<file path="config.mk">
export PLATFORM = sky130hd
export DESIGN_NAME = hazard_controller
export DESIGN_NICKNAME = d
export VERILOG_FILES = /design/src/rtl/hazard_controller_pkg.sv /design/src/rtl/hazard_controller_detect.sv /design/src/rtl/hazard_controller.sv
export SDC_FILE = /design/constraint.sdc
export NUM_CORES = 1
export LEC_CHECK = 0
export BUFFER_PORTS_ARGS = -buffer_cell sky130_fd_sc_hd__buf_2
export CAP_MARGIN = 20
export CORE_MARGIN = 2
export CORE_UTILIZATION = 51
export DETAILED_ROUTE_END_ITERATION = 12
export GPL_ROUTABILITY_DRIVEN = 1
export PLACE_DENSITY = 0.81
export SLEW_MARGIN = 10
export SYNTH_ARGS = -nofsm -noshare
export SYNTH_HDL_FRONTEND = slang
export SYNTH_SLANG_ARGS = --single-unit
export TNS_END_PERCENT = 20
</file>
<file path="constraint.sdc">
create_clock -name clk -period 2.3 [get_ports clk]
set_input_delay 0.115 -clock clk [delete_from_list [all_inputs] [get_ports clk]]
set_output_delay 0.115 -clock clk [all_outputs]
set_load 0.01 [all_outputs]
</file>
<file path="src/rtl/hazard_controller_pkg.sv">
// Shared opcode constants, NOP encoding, controller state and control bundle
// for the 5-stage core's hazard and forwarding logic.
package hazard_controller_pkg;

    localparam logic [6:0] OPC_LOAD   = 7'b0000011;
    localparam logic [6:0] OPC_STORE  = 7'b0100011;
    localparam logic [6:0] OPC_BRANCH = 7'b1100011;
    localparam logic [6:0] OPC_OP     = 7'b0110011;
    localparam logic [6:0] OPC_OP_IMM = 7'b0010011;
    localparam logic [6:0] OPC_LUI    = 7'b0110111;
    localparam logic [6:0] OPC_AUIPC  = 7'b0010111;
    localparam logic [6:0] OPC_JAL    = 7'b1101111;
    localparam logic [6:0] OPC_JALR   = 7'b1100111;

    localparam logic [31:0] NOP_INST = 32'h0000_0013;

    typedef enum logic [1:0] {
        ST_INIT,
        ST_RUN,
        ST_MEM_WAIT,
        ST_ERROR
    } state_t;

    typedef struct packed {
        logic pc_en;
        logic pc_sel;
        logic ifid_en;
        logic ifid_flush;
        logic idex_en;
        logic idex_flush;
        logic exmem_en;
        logic memwb_en;
    } ctrl_t;

    localparam ctrl_t CTRL_INIT   = '{pc_en: 1'b0, pc_sel: 1'b0, ifid_en: 1'b0, ifid_flush: 1'b1,
                                      idex_en: 1'b0, idex_flush: 1'b1, exmem_en: 1'b0, memwb_en: 1'b0};
    localparam ctrl_t CTRL_FREEZE = '0;
    localparam ctrl_t CTRL_RUN    = '{pc_en: 1'b1, pc_sel: 1'b0, ifid_en: 1'b1, ifid_flush: 1'b0,
                                      idex_en: 1'b1, idex_flush: 1'b0, exmem_en: 1'b1, memwb_en: 1'b1};
    localparam ctrl_t CTRL_REDIR  = '{pc_en: 1'b1, pc_sel: 1'b1, ifid_en: 1'b0, ifid_flush: 1'b1,
                                      idex_en: 1'b0, idex_flush: 1'b1, exmem_en: 1'b1, memwb_en: 1'b1};
    localparam ctrl_t CTRL_BUBBLE = '{pc_en: 1'b0, pc_sel: 1'b0, ifid_en: 1'b0, ifid_flush: 1'b0,
                                      idex_en: 1'b0, idex_flush: 1'b1, exmem_en: 1'b1, memwb_en: 1'b1};

endpackage

</file>
<file path="src/rtl/hazard_controller_detect.sv">
// Load-use decode: a load in EX whose destination is read by the instruction in ID.
module hazard_detect
    import hazard_controller_pkg::*;
#(
    parameter int INST_LENGTH     = 32,
    parameter int REG_ADDR_LENGTH = 5
) (
    input  logic [INST_LENGTH-1:0] inst_id,
    input  logic [INST_LENGTH-1:0] inst_ex,
    output logic                   load_use
);

    logic [6:0]                 opc_id, opc_ex;
    logic [REG_ADDR_LENGTH-1:0] rd_ex, rs1_id, rs2_id;
    logic                       uses_rs1, uses_rs2;
    logic                       unused_bits;

    assign opc_id = inst_id[6:0];
    assign opc_ex = inst_ex[6:0];
    assign rd_ex  = inst_ex[7 +: REG_ADDR_LENGTH];
    assign rs1_id = inst_id[15 +: REG_ADDR_LENGTH];
    assign rs2_id = inst_id[20 +: REG_ADDR_LENGTH];

    // U-type and JAL carry immediate bits where rs1 would sit
    assign uses_rs1 = !(opc_id == OPC_LUI || opc_id == OPC_AUIPC || opc_id == OPC_JAL);
    assign uses_rs2 = (opc_id == OPC_OP) || (opc_id == OPC_STORE) || (opc_id == OPC_BRANCH);

    assign load_use = (opc_ex == OPC_LOAD) && (rd_ex != '0) &&
                      ((uses_rs1 && rs1_id == rd_ex) || (uses_rs2 && rs2_id == rd_ex));

    assign unused_bits = ^{inst_id[INST_LENGTH-1:20+REG_ADDR_LENGTH], inst_id[14:7],
                           inst_ex[INST_LENGTH-1:7+REG_ADDR_LENGTH]};

endmodule

</file>
<file path="src/rtl/hazard_controller.sv">
// Pipeline sequencing controller: post-reset clear, memory freeze with timeout
// watchdog, redirect flushes, load-use bubbles and stall/redirect counters.
module hazard_controller
    import hazard_controller_pkg::*;
#(
    parameter int INST_LENGTH     = 32,
    parameter int REG_ADDR_LENGTH = 5,
    parameter int INIT_CYCLES     = 4,
    parameter int MEM_TIMEOUT     = 64,
    parameter int CNT_W           = 32
) (
    input  logic                   clk,
    input  logic                   rst,
    input  logic [INST_LENGTH-1:0] inst_id,
    input  logic [INST_LENGTH-1:0] inst_ex,
    input  logic                   branch_taken_ex,
    input  logic                   jump_ex,
    input  logic                   dmem_req,
    input  logic                   dmem_ready,
    output logic                   pc_en,
    output logic                   pc_sel,
    output logic                   ifid_en,
    output logic                   ifid_flush,
    output logic                   idex_en,
    output logic                   idex_flush,
    output logic                   exmem_en,
    output logic                   memwb_en,
    output logic                   halted,
    output logic                   mem_err,
    output logic [CNT_W-1:0]       stall_cycles,
    output logic [CNT_W-1:0]       flush_events
);

    localparam int IW = $clog2(INIT_CYCLES + 1);
    localparam int TW = $clog2(MEM_TIMEOUT + 1);

    state_t          state_q, state_d;
    logic [IW-1:0]   init_q, init_d;
    logic [TW-1:0]   to_q, to_d, to_next;
    logic            load_use, redirect, mem_stall, freeze;
    logic            stall_inc, flush_inc, err_set;
    ctrl_t           ctrl;

    hazard_detect #(
        .INST_LENGTH     (INST_LENGTH),
        .REG_ADDR_LENGTH (REG_ADDR_LENGTH)
    ) u_detect (
        .inst_id  (inst_id),
        .inst_ex  (inst_ex),
        .load_use (load_use)
    );

    assign redirect  = branch_taken_ex | jump_ex;
    assign mem_stall = dmem_req & ~dmem_ready;
    assign freeze    = (state_q == ST_RUN) ? mem_stall : ~dmem_ready;
    assign to_next   = (state_q == ST_RUN) ? TW'(1) : to_q + TW'(1);

    always_comb begin
        ctrl      = CTRL_INIT;
        state_d   = state_q;
        init_d    = init_q;
        to_d      = to_q;
        stall_inc = 1'b0;
        flush_inc = 1'b0;
        err_set   = 1'b0;
        case (state_q)
            ST_INIT: begin
                if (init_q == IW'(INIT_CYCLES - 1)) state_d = ST_RUN;
                else                                init_d  = init_q + IW'(1);
            end
            ST_RUN, ST_MEM_WAIT: begin
                if (freeze) begin
                    ctrl      = CTRL_FREEZE;
                    stall_inc = 1'b1;
                    to_d      = to_next;
                    if (to_next == TW'(MEM_TIMEOUT)) begin
                        state_d = ST_ERROR;
                        err_set = 1'b1;
                    end else begin
                        state_d = ST_MEM_WAIT;
                    end
                end else begin
                    // Release cycle from MEM_WAIT decodes the same as a normal RUN cycle
                    state_d = ST_RUN;
                    if (redirect) begin
                        ctrl      = CTRL_REDIR;
                        flush_inc = 1'b1;
                    end else if (load_use) begin
                        ctrl      = CTRL_BUBBLE;
                        stall_inc = 1'b1;
                    end else begin
                        ctrl = CTRL_RUN;
                    end
                end
            end
            ST_ERROR: ctrl = CTRL_FREEZE;
            default:  state_d = ST_INIT;
        endcase
    end

    always_ff @(posedge clk or posedge rst) begin
        if (rst) begin
            state_q      <= ST_INIT;
            init_q       <= '0;
            to_q         <= '0;
            mem_err      <= 1'b0;
            stall_cycles <= '0;
            flush_events <= '0;
        end else begin
            state_q <= state_d;
            init_q  <= init_d;
            to_q    <= to_d;
            if (err_set)   mem_err      <= 1'b1;
            if (stall_inc) stall_cycles <= stall_cycles + CNT_W'(1);
            if (flush_inc) flush_events <= flush_events + CNT_W'(1);
        end
    end

    assign halted     = (state_q == ST_ERROR);
    assign pc_en      = ctrl.pc_en;
    assign pc_sel     = ctrl.pc_sel;
    assign ifid_en    = ctrl.ifid_en;
    assign ifid_flush = ctrl.ifid_flush;
    assign idex_en    = ctrl.idex_en;
    assign idex_flush = ctrl.idex_flush;
    assign exmem_en   = ctrl.exmem_en;
    assign memwb_en   = ctrl.memwb_en;

endmodule

</file>
# Word-level counts from Yosys, hierarchy flattened
# Index checks and enable logic that the tools add are counted.
# word_totals
reg_bits,77
in_bits,70
elab_cells,66
out_inout_bits,74
# classes
n_bitwise,4
n_mux,20
n_addsub,4
reduce_logical,17
n_eq_ne,15
# ops
operator,n
$add 32x1->32 const B,2
$mux 8,3
$eq 7x6->1 const B,3
$eq 7x7->1 const B,3
$pmux 8 s2,1
$mux 1,12
$eq 5x5->1,2
$add 7x1->7 const B,1
$eq 7x2->1 const B,1
$eq 7x5->1 const B,1
$mux 7,1
$reduce_and 2->1,3
$logic_or 1x1->1,5
$reduce_bool 5->1,1
$eq 2x2->1 const B,2
$logic_and 1x1->1,4
$mux 2,2
$pmux 2 s2,1
$add 3x1->3 const B,1
$eq 3x2->1 const B,1
$eq 2x1->1 const B,1
$logic_not 2->1,1
$ne 2x2->1 const B,1
$not 1->1,2
other kinds (5),5

# Longest topological paths before layout
# Gate-level depths: netlist (run 1).
# logic_depth
depth_word,11
depth_mapped,9
mapped_depth_nobuf,8

# Hierarchy
# From an unflattened synthesis (run 1), not the netlist that was laid out.
# unflattened
cells_unflattened,368
hier_area_um2,3927.5
# modules_own_cells
module,area_each_um2,cells_each,seq_area_each_um2,n_inst
hazard_controller,3736.1,342,1926.8,1
hazard_detect,191.4,26,0.0,1

# Worst setup path before layout (run 1)
# OpenSTA, ideal clock, no wires.
# synth_path
path_kind,reg2reg
start,register state_q[0]
end,register flush_events[12]
arrival_ps,1992
path_slack_ps,182
required_time_ps,2175
stages_incl_launch_ff,10
period_less_slack_ps,2118
n_path_buf,2
setup_ps,125
path_cell_list,dfrtp_1 -> inv_1 -> ha_1 -> clkbuf_1 -> o221a_2 -> buf_2 -> nand2_1 -> nor3_1 -> nand4_1 -> xnor2_1
# synth_between
elab_chain_len,4
word_cells_on_any_way,6
classes_between,eq/ne: 2; mux: 3; reduce/logical: 1
# synth_rtl
item,line_no,source
start: declaration,hazard_controller.sv:37,"state_t state_q, state_d;"
start signal: assignment,hazard_controller.sv:110,state_q <= state_d;
$eq 2x1->1,"hazard_controller.sv:55, hazard_controller.sv:66",
$mux 1,hazard_controller.sv:55,assign freeze = (state_q == ST_RUN) ? mem_stall : ~dmem_ready;
$mux 1,hazard_controller.sv:72,if (freeze) begin
$mux 1 *,hazard_controller.sv:66,case (state_q)
end signal: assignment,hazard_controller.sv:115,if (flush_inc) flush_events <= flush_events + CNT_W'(1);
end: declaration,hazard_controller.sv:31,output logic [CNT_W-1:0] flush_events
# Every way passes the cells marked *; elsewhere a longest branch is shown, timed or not.
# A chain may end at the register's enable or synchronous reset.

# Worst setup path in the final report (run 1)
# layout_path
start,register state_q[1]
end,output port ifid_en
# layout_between
elab_chain_len,4
word_cells_on_any_way,7
classes_between,eq/ne: 3; mux: 3; reduce/logical: 1
# layout_rtl
item,line_no,source
$eq 2x1->1,"hazard_controller.sv:55, hazard_controller.sv:66",
$mux 1,hazard_controller.sv:55,
$mux 8,hazard_controller.sv:72,
$pmux 8 s2 *,hazard_controller.sv:66,
end: declaration,hazard_controller.sv:22,"output logic ifid_en,"
# Marks and branches as above.

==> reports/qor.yml, run 1 <==
timing:
  tightest_slew_ns: 0.700
  period_share: 0.892
  rsz0062_at_grt: "false"
  finalClockSkew_ns: 0.0121
  relSlewSlack: 0.532
  clock.fmax_mhz: 487
  layout_min_cycle_time_ns: 2.05
  setup_viol: 0
  slew_violations: 0
  fin_setup_tns_ns: 0
  hold_viol: 0
cells_and_area:
  fin_cells: 628
  diodes: 0
  nNetsFinal: 597
  area_delta_synth_final_pct: 22.2
  drive_above_1_share: 0.329
synthesis:
  syn_nets: 478
  synth-edff-count: 0
  netlist_area_sq_mm: 0.00422
  synthCells: 400
  yosysTopAreaCell: "dfrtp_1"
  synthTopCellsByArea: "dfrtp_1 46%, xnor2_1 12%, o2111ai_2 4.6%"
  synthDistinctLibCells: 49
  yosys.area.top_type_share: 0.457
  ys_seq_elements: 77
  synth.avg_cell_area_sq_um: 10.6
  yosys_warnings: 0
  yosysSeqAreaShare: 0.457
  synth_flop_cell: "dfrtp_1"
  async_flop_share: 1.00
floorplan:
  dieArea_sq_mm: 0.00902
  initial_core_util: 0.519
  rows: 33
  die_h_um: 95.0
  pin_count: 144
  fp.dieW_um: 95.0
  core_area_sq_mm: 0.00813
critical_path:
  critPathSlowestCell: "dfrtp_1"
  cp_top_family: "buffers and inverters"
  path_class: "flip-flop to output pin"
  cp_max_fo: 5
  worst-path-buf-inv: 3
  worstSetupEndpointType: "output pin"
  cp.arrival_ns: 1.94
  max_stage_delay_ns: 0.40
  crit_path_start_kind: "flip-flop"
  worstPathRequired_ns: 2.18
  path_cells: "inv_1 -> ha_1 -> and2b_1 -> o21ai_1 -> buf_4 -> nor3b_1 -> buf_2"
cts:
  clk_pin_slew_ns: 0.08
  htree_levels: 3
  cts-buffers-inserted: 9
  cts_tree: "yes"
  post_cts_buffers: 0
  cts_root_buf: "clkbuf_8"
  cts.path.max_buffers: 2
  cts.sinks: 77
  clk_latency_ns: 0.34
placement:
  dp_cells: 612
  gp_congestion: 0.847
  port-buffer-count: 108
  dp_hpwl_um: 7160
grt:
  grt_pass1_wl_um: 15900
  grt_use_total: 0.224
  grt-ovfl-total: 0
  grt_max_degree: 46
  grt_pass1_vias: 3340
  antenna_found_initial: 0
routing:
  avgRoutedWirePerCell_um: 15.5
  viasPerCell: 5.47
  drc: 0
  drt_wl_total_um: 9740
  drtAntennaViolNets: 0
  drt_iter0_markers: 244
  drtPass1Iterations: 6
  vias: 3435
power_and_ir_drop:
  p_per_area_mw_per_mm2: 496
  vdd_ir_drop_max_uv: 310
  p_leak_nw: 2.54
  power.total_mw: 2.56
hold_path:
  hold_path.class: "input pin to flip-flop"
status:
  status: "finished clean"
flow_run:
  max_cap_violations: 0
-- worst paths after layout --
kind / startpoint / end / slack (ns) / cells past startpoint
setup / recovery: state_q[1] / ifid_en / 0.25 / 7
hold / removal: branch_taken_ex / flush_events[2] / 0.36 / 4
setup reg to reg: state_q[0] / to_q[5] / 0.26 / 7
hold reg to reg: mem_err / mem_err / 0.47 / 1
max in group asynchronous: rst / state_q[0] / 1.19 / 4
min in group asynchronous: rst / flush_events[30] / 0.42 / 3
-- Yosys cell counts, types with 3 or more instances --
master     number
a21oi_1         4
and2_1          5
and3_1         14
and4_1          3
buf_1           3
buf_4           3
clkbuf_1        7
dfrtp_1        77
ha_1            8
inv_1          16
nand2_1        29
nand2b_1        6
nand3_1        15
nand4_1        18
nor2_1         23
nor2b_1         6
nor3_1         16
nor3b_1         3
o2111ai_2      13
o211ai_2       10
o21ai_0         9
o21ai_1         8
xnor2_1        56
xor2_1         15
-- logic make-up after synthesis --
logic type | count (synthesis) | synth area share
AO/OA/AOI/OAI | 59 | 0.133
XOR/XNOR | 71 | 0.147
adder cells (fa/ha/maj) | 8 | 0.0237
buffers and inverters | 32 | 0.0350
flip-flops | 77 | 0.457
multiplexers | 5 | 0.0127
AND/OR/NAND/NOR | 148 | 0.192
-- repair_timing --
item | 4_1_cts | 5_1_grt
endpoints found under the setup margin | 0 | 4
hold buffers | 1 | 0
resized for setup | 0 | 2
hold endpoints to repair | 32 | 0
-- worst min-delay path, delay by kind of cell --
family	cells	cell delay (ns)
AO/OA/AOI/OAI	1	0.21
AND/OR/NAND/NOR	1	0.10
buffers and inverters	1	0.09
XOR/XNOR	1	0.14
-- cell usage in the layout (no fill, tap or decap), drive strengths merged, types with 6 or more instances in the layout --
cell type,count
buf,123
dfrtp,77
xnor2,56
nand2,30
nor2,23
nand4,18
o21ai,17
nor3,16
inv,16
nand3,15
xor2,15
o2111ai,15
and3,14
clkbuf,11
o211ai,10
ha,8
nand2b,6
nor2b,6
-- through the flow --
| step | util | instance area [sq um] | setup WS (ns) | hold WS, ns |
|---|---|---|---|---|
| final | 0.634 | 5160 | 0.248 | 0.362 |
| after floorplan | - | 4220 | 0.182 | 0.450 |
| after detailed placement | 0.607 | 4940 | 0.139 | 0.269 |
| after global routing | 0.634 | 5160 | 0.0614 | 0.389 |
| after global placement | 0.607 | 4940 | 0.243 | 0.265 |
| after CTS | 0.633 | 5150 | 0.105 | 0.353 |
-- state kept, by name, summed over array words and instances, names as in the netlist --
signal        count
flush_events     32
mem_err           1
state_q           2
stall_cycles     32
to_q              7
init_q            3
-- layout make-up --
type | count | area (sq um)
timing repair buffer | 124 | 679
tap | 105 | 131
clock buffer | 11 | 131
inverter | 16 | 60.1
fill | 682 | 2980
sequential | 77 | 1930
multi-input combinational | 291 | 2160
clock inverter | 4 | 73.8
-- metal layers --
metal	routed length, um	track usage	vias to the layer above
met1	4350	0.286	1686
met3	403	0.0399	23
met2	4750	0.375	74
met5	0	0	-
met4	236	0.0966	0
li1	-	-	1652
-- power by group --
group          internal, mW  switching [mW]  total [mW]
Combinational        0.0442          0.0702       0.114
Clock                 0.607           0.486        1.09
Sequential             1.35               0        1.35
Total                  2.00           0.556        2.56
No activity file was read; power rests on OpenSTA's default activity.
==> run 2: changes to the inputs <==
CORE_ASPECT_RATIO = 0.5   (was default)
==> reports/qor.yml, run 2 (synthesis gave the netlist of run 1 again) <==
cells_and_area:
  final_cell_mix: "108 x buf_2, 77 x dfrtp_1, 56 x xnor2_1"
  drive_above_1_share: 0.335
  top_regs: "flush_events: 32 flops, stall_cycles: 32 flops, to_q: 7 flops"
  nFillCells: 599
  fin_util: 0.659
  diodes: 0
  nNetsFinal: 598
  fin_cells: 637
  fin_area_sq_mm: 0.00529
  area_delta_synth_final_pct: 25.4
  final_common_cell: "buf_2"
timing:
  tightest_slew_ns: 0.509
  relSlewSlack: 0.660
  finalClockSkew_ns: 0.00627
  layout_setup_ws_ns: 0.220
  hold_viol: 0
  slew_violations: 0
  setup_viol: 0
  finalHoldWorstSlack_ns: 0.235
  fin_setup_tns_ns: 0
  rsz0062_at_grt: "false"
  layout_min_cycle_time_ns: 2.08
  clock.fmax_mhz: 481
  period_share: 0.904
cts:
  clk_pin_slew_ns: 0.06
  cts.sinks: 77
  post_cts_buffers: 0
  cts_root_buf: "clkbuf_16"
  htree_levels: 3
  cts.path.max_buffers: 2
  clk_latency_ns: 0.34
  cts_tree: "yes"
  cts-buffers-inserted: 9
grt:
  grt-ovfl-total: 0
  grt_pass1_vias: 3216
  grt_max_degree: 55
  antenna_found_initial: 0
  grt_pass1_wl_um: 15300
  grt_use_total: 0.213
routing:
  drtAntennaViolNets: 0
  drtPass1Iterations: 4
  drt_iter0_markers: 178
  vias: 3421
  avgRoutedWirePerCell_um: 14.6
  drt_wl_total_um: 9310
  viasPerCell: 5.37
  drc: 0
power_and_ir_drop:
  p_leak_nw: 2.60
  p_per_area_mw_per_mm2: 565
  vdd_ir_drop_max_uv: 401
  power.total_mw: 2.99
floorplan:
  rows: 23
  fp.dieW_um: 133
  die_h_um: 68.3
  core_area_sq_mm: 0.00803
  pin_count: 144
  initial_core_util: 0.526
  dieArea_sq_mm: 0.00906
hold_path:
  hold_path.class: "input pin to flip-flop"
critical_path:
  cp.arrival_ns: 2.29
  path_class: "flip-flop to flip-flop"
  crit_path_start_kind: "flip-flop"
  cp_max_fo: 23
  worstPathRequired_ns: 2.51
  worstSetupEndpointType: "flip-flop"
placement:
  dp_hpwl_um: 6800
  port-buffer-count: 108
  dp_cells: 620
  dp_slack_ns: 0.160
  gp_congestion: 0.883
  postPlaceCellArea_sq_mm: 0.00495
flow_run:
  max_cap_violations: 0
status:
  status: "finished clean"
==> run 2: cell count changes in the layout (fill, tap and decap cells not counted), sizes merged <==
cell,before,now
buf,123,124
clkinvlp,0,1
clkbuf,11,10
clkinv,2,3
==> run 2: path summary, 6_finish.rpt <==
path / slack [ns] / cells past startpoint / from / to
hold reg to reg: 0.46 / 1 / flush_events[31] / flush_events[31]
min in group asynchronous: 0.35 / 3 / rst / flush_events[18]
setup / recovery: 0.22 / 7 / state_q[0] / stall_cycles[24]
setup reg to reg: 0.22 / 7 / state_q[0] / stall_cycles[24]
hold / removal: 0.24 / 4 / dmem_ready / stall_cycles[19]
max in group asynchronous: 1.29 / 4 / rst / stall_cycles[3]
==> run 2: power by group <==
| part | switching, mW | internal [mW] | total, mW |
|---|---|---|---|
| clock | 0.544 | 0.977 | 1.52 |
| sequential | 0 | 1.35 | 1.35 |
| combinational | 0.0696 | 0.0453 | 0.115 |
| total | 0.613 | 2.38 | 2.99 |
==> run 2: routing by layer <==
layer | global-route usage | share of wire | routed length [um]
met5 | 0 | 0 | 0
met4 | 0.0699 | 0.013 | 122
met3 | 0.0541 | 0.040 | 372
met2 | 0.370 | 0.49 | 4530
met1 | 0.269 | 0.46 | 4280
==> run 2: cell type report <==
class,count,area [sq um],share of cell area
multi-input combinational,291,2160,0.407
tap,112,140,0.0265
inverter,16,60.1,0.0114
clock inverter,6,86.3,0.0163
timing repair buffer,125,683,0.129
sequential,77,1930,0.364
clock buffer,10,239,0.0452
==> run 2: what timing repair did <==
item	in CTS	in global routing
endpoints found under the hold margin	23	0
setup endpoints to repair	0	3
gates resized for setup	0	1
hold buffers	1	0
==> run 2: critical path, cell delays in order (launching register included) <==
cell and delay [ns]:
dfrtp_1 0.38, inv_1 0.08, ha_1 0.39, buf_4 0.36, nand3_1 0.26, nor3_1 0.25, o21ai_1 0.11, xnor2_1 0.13
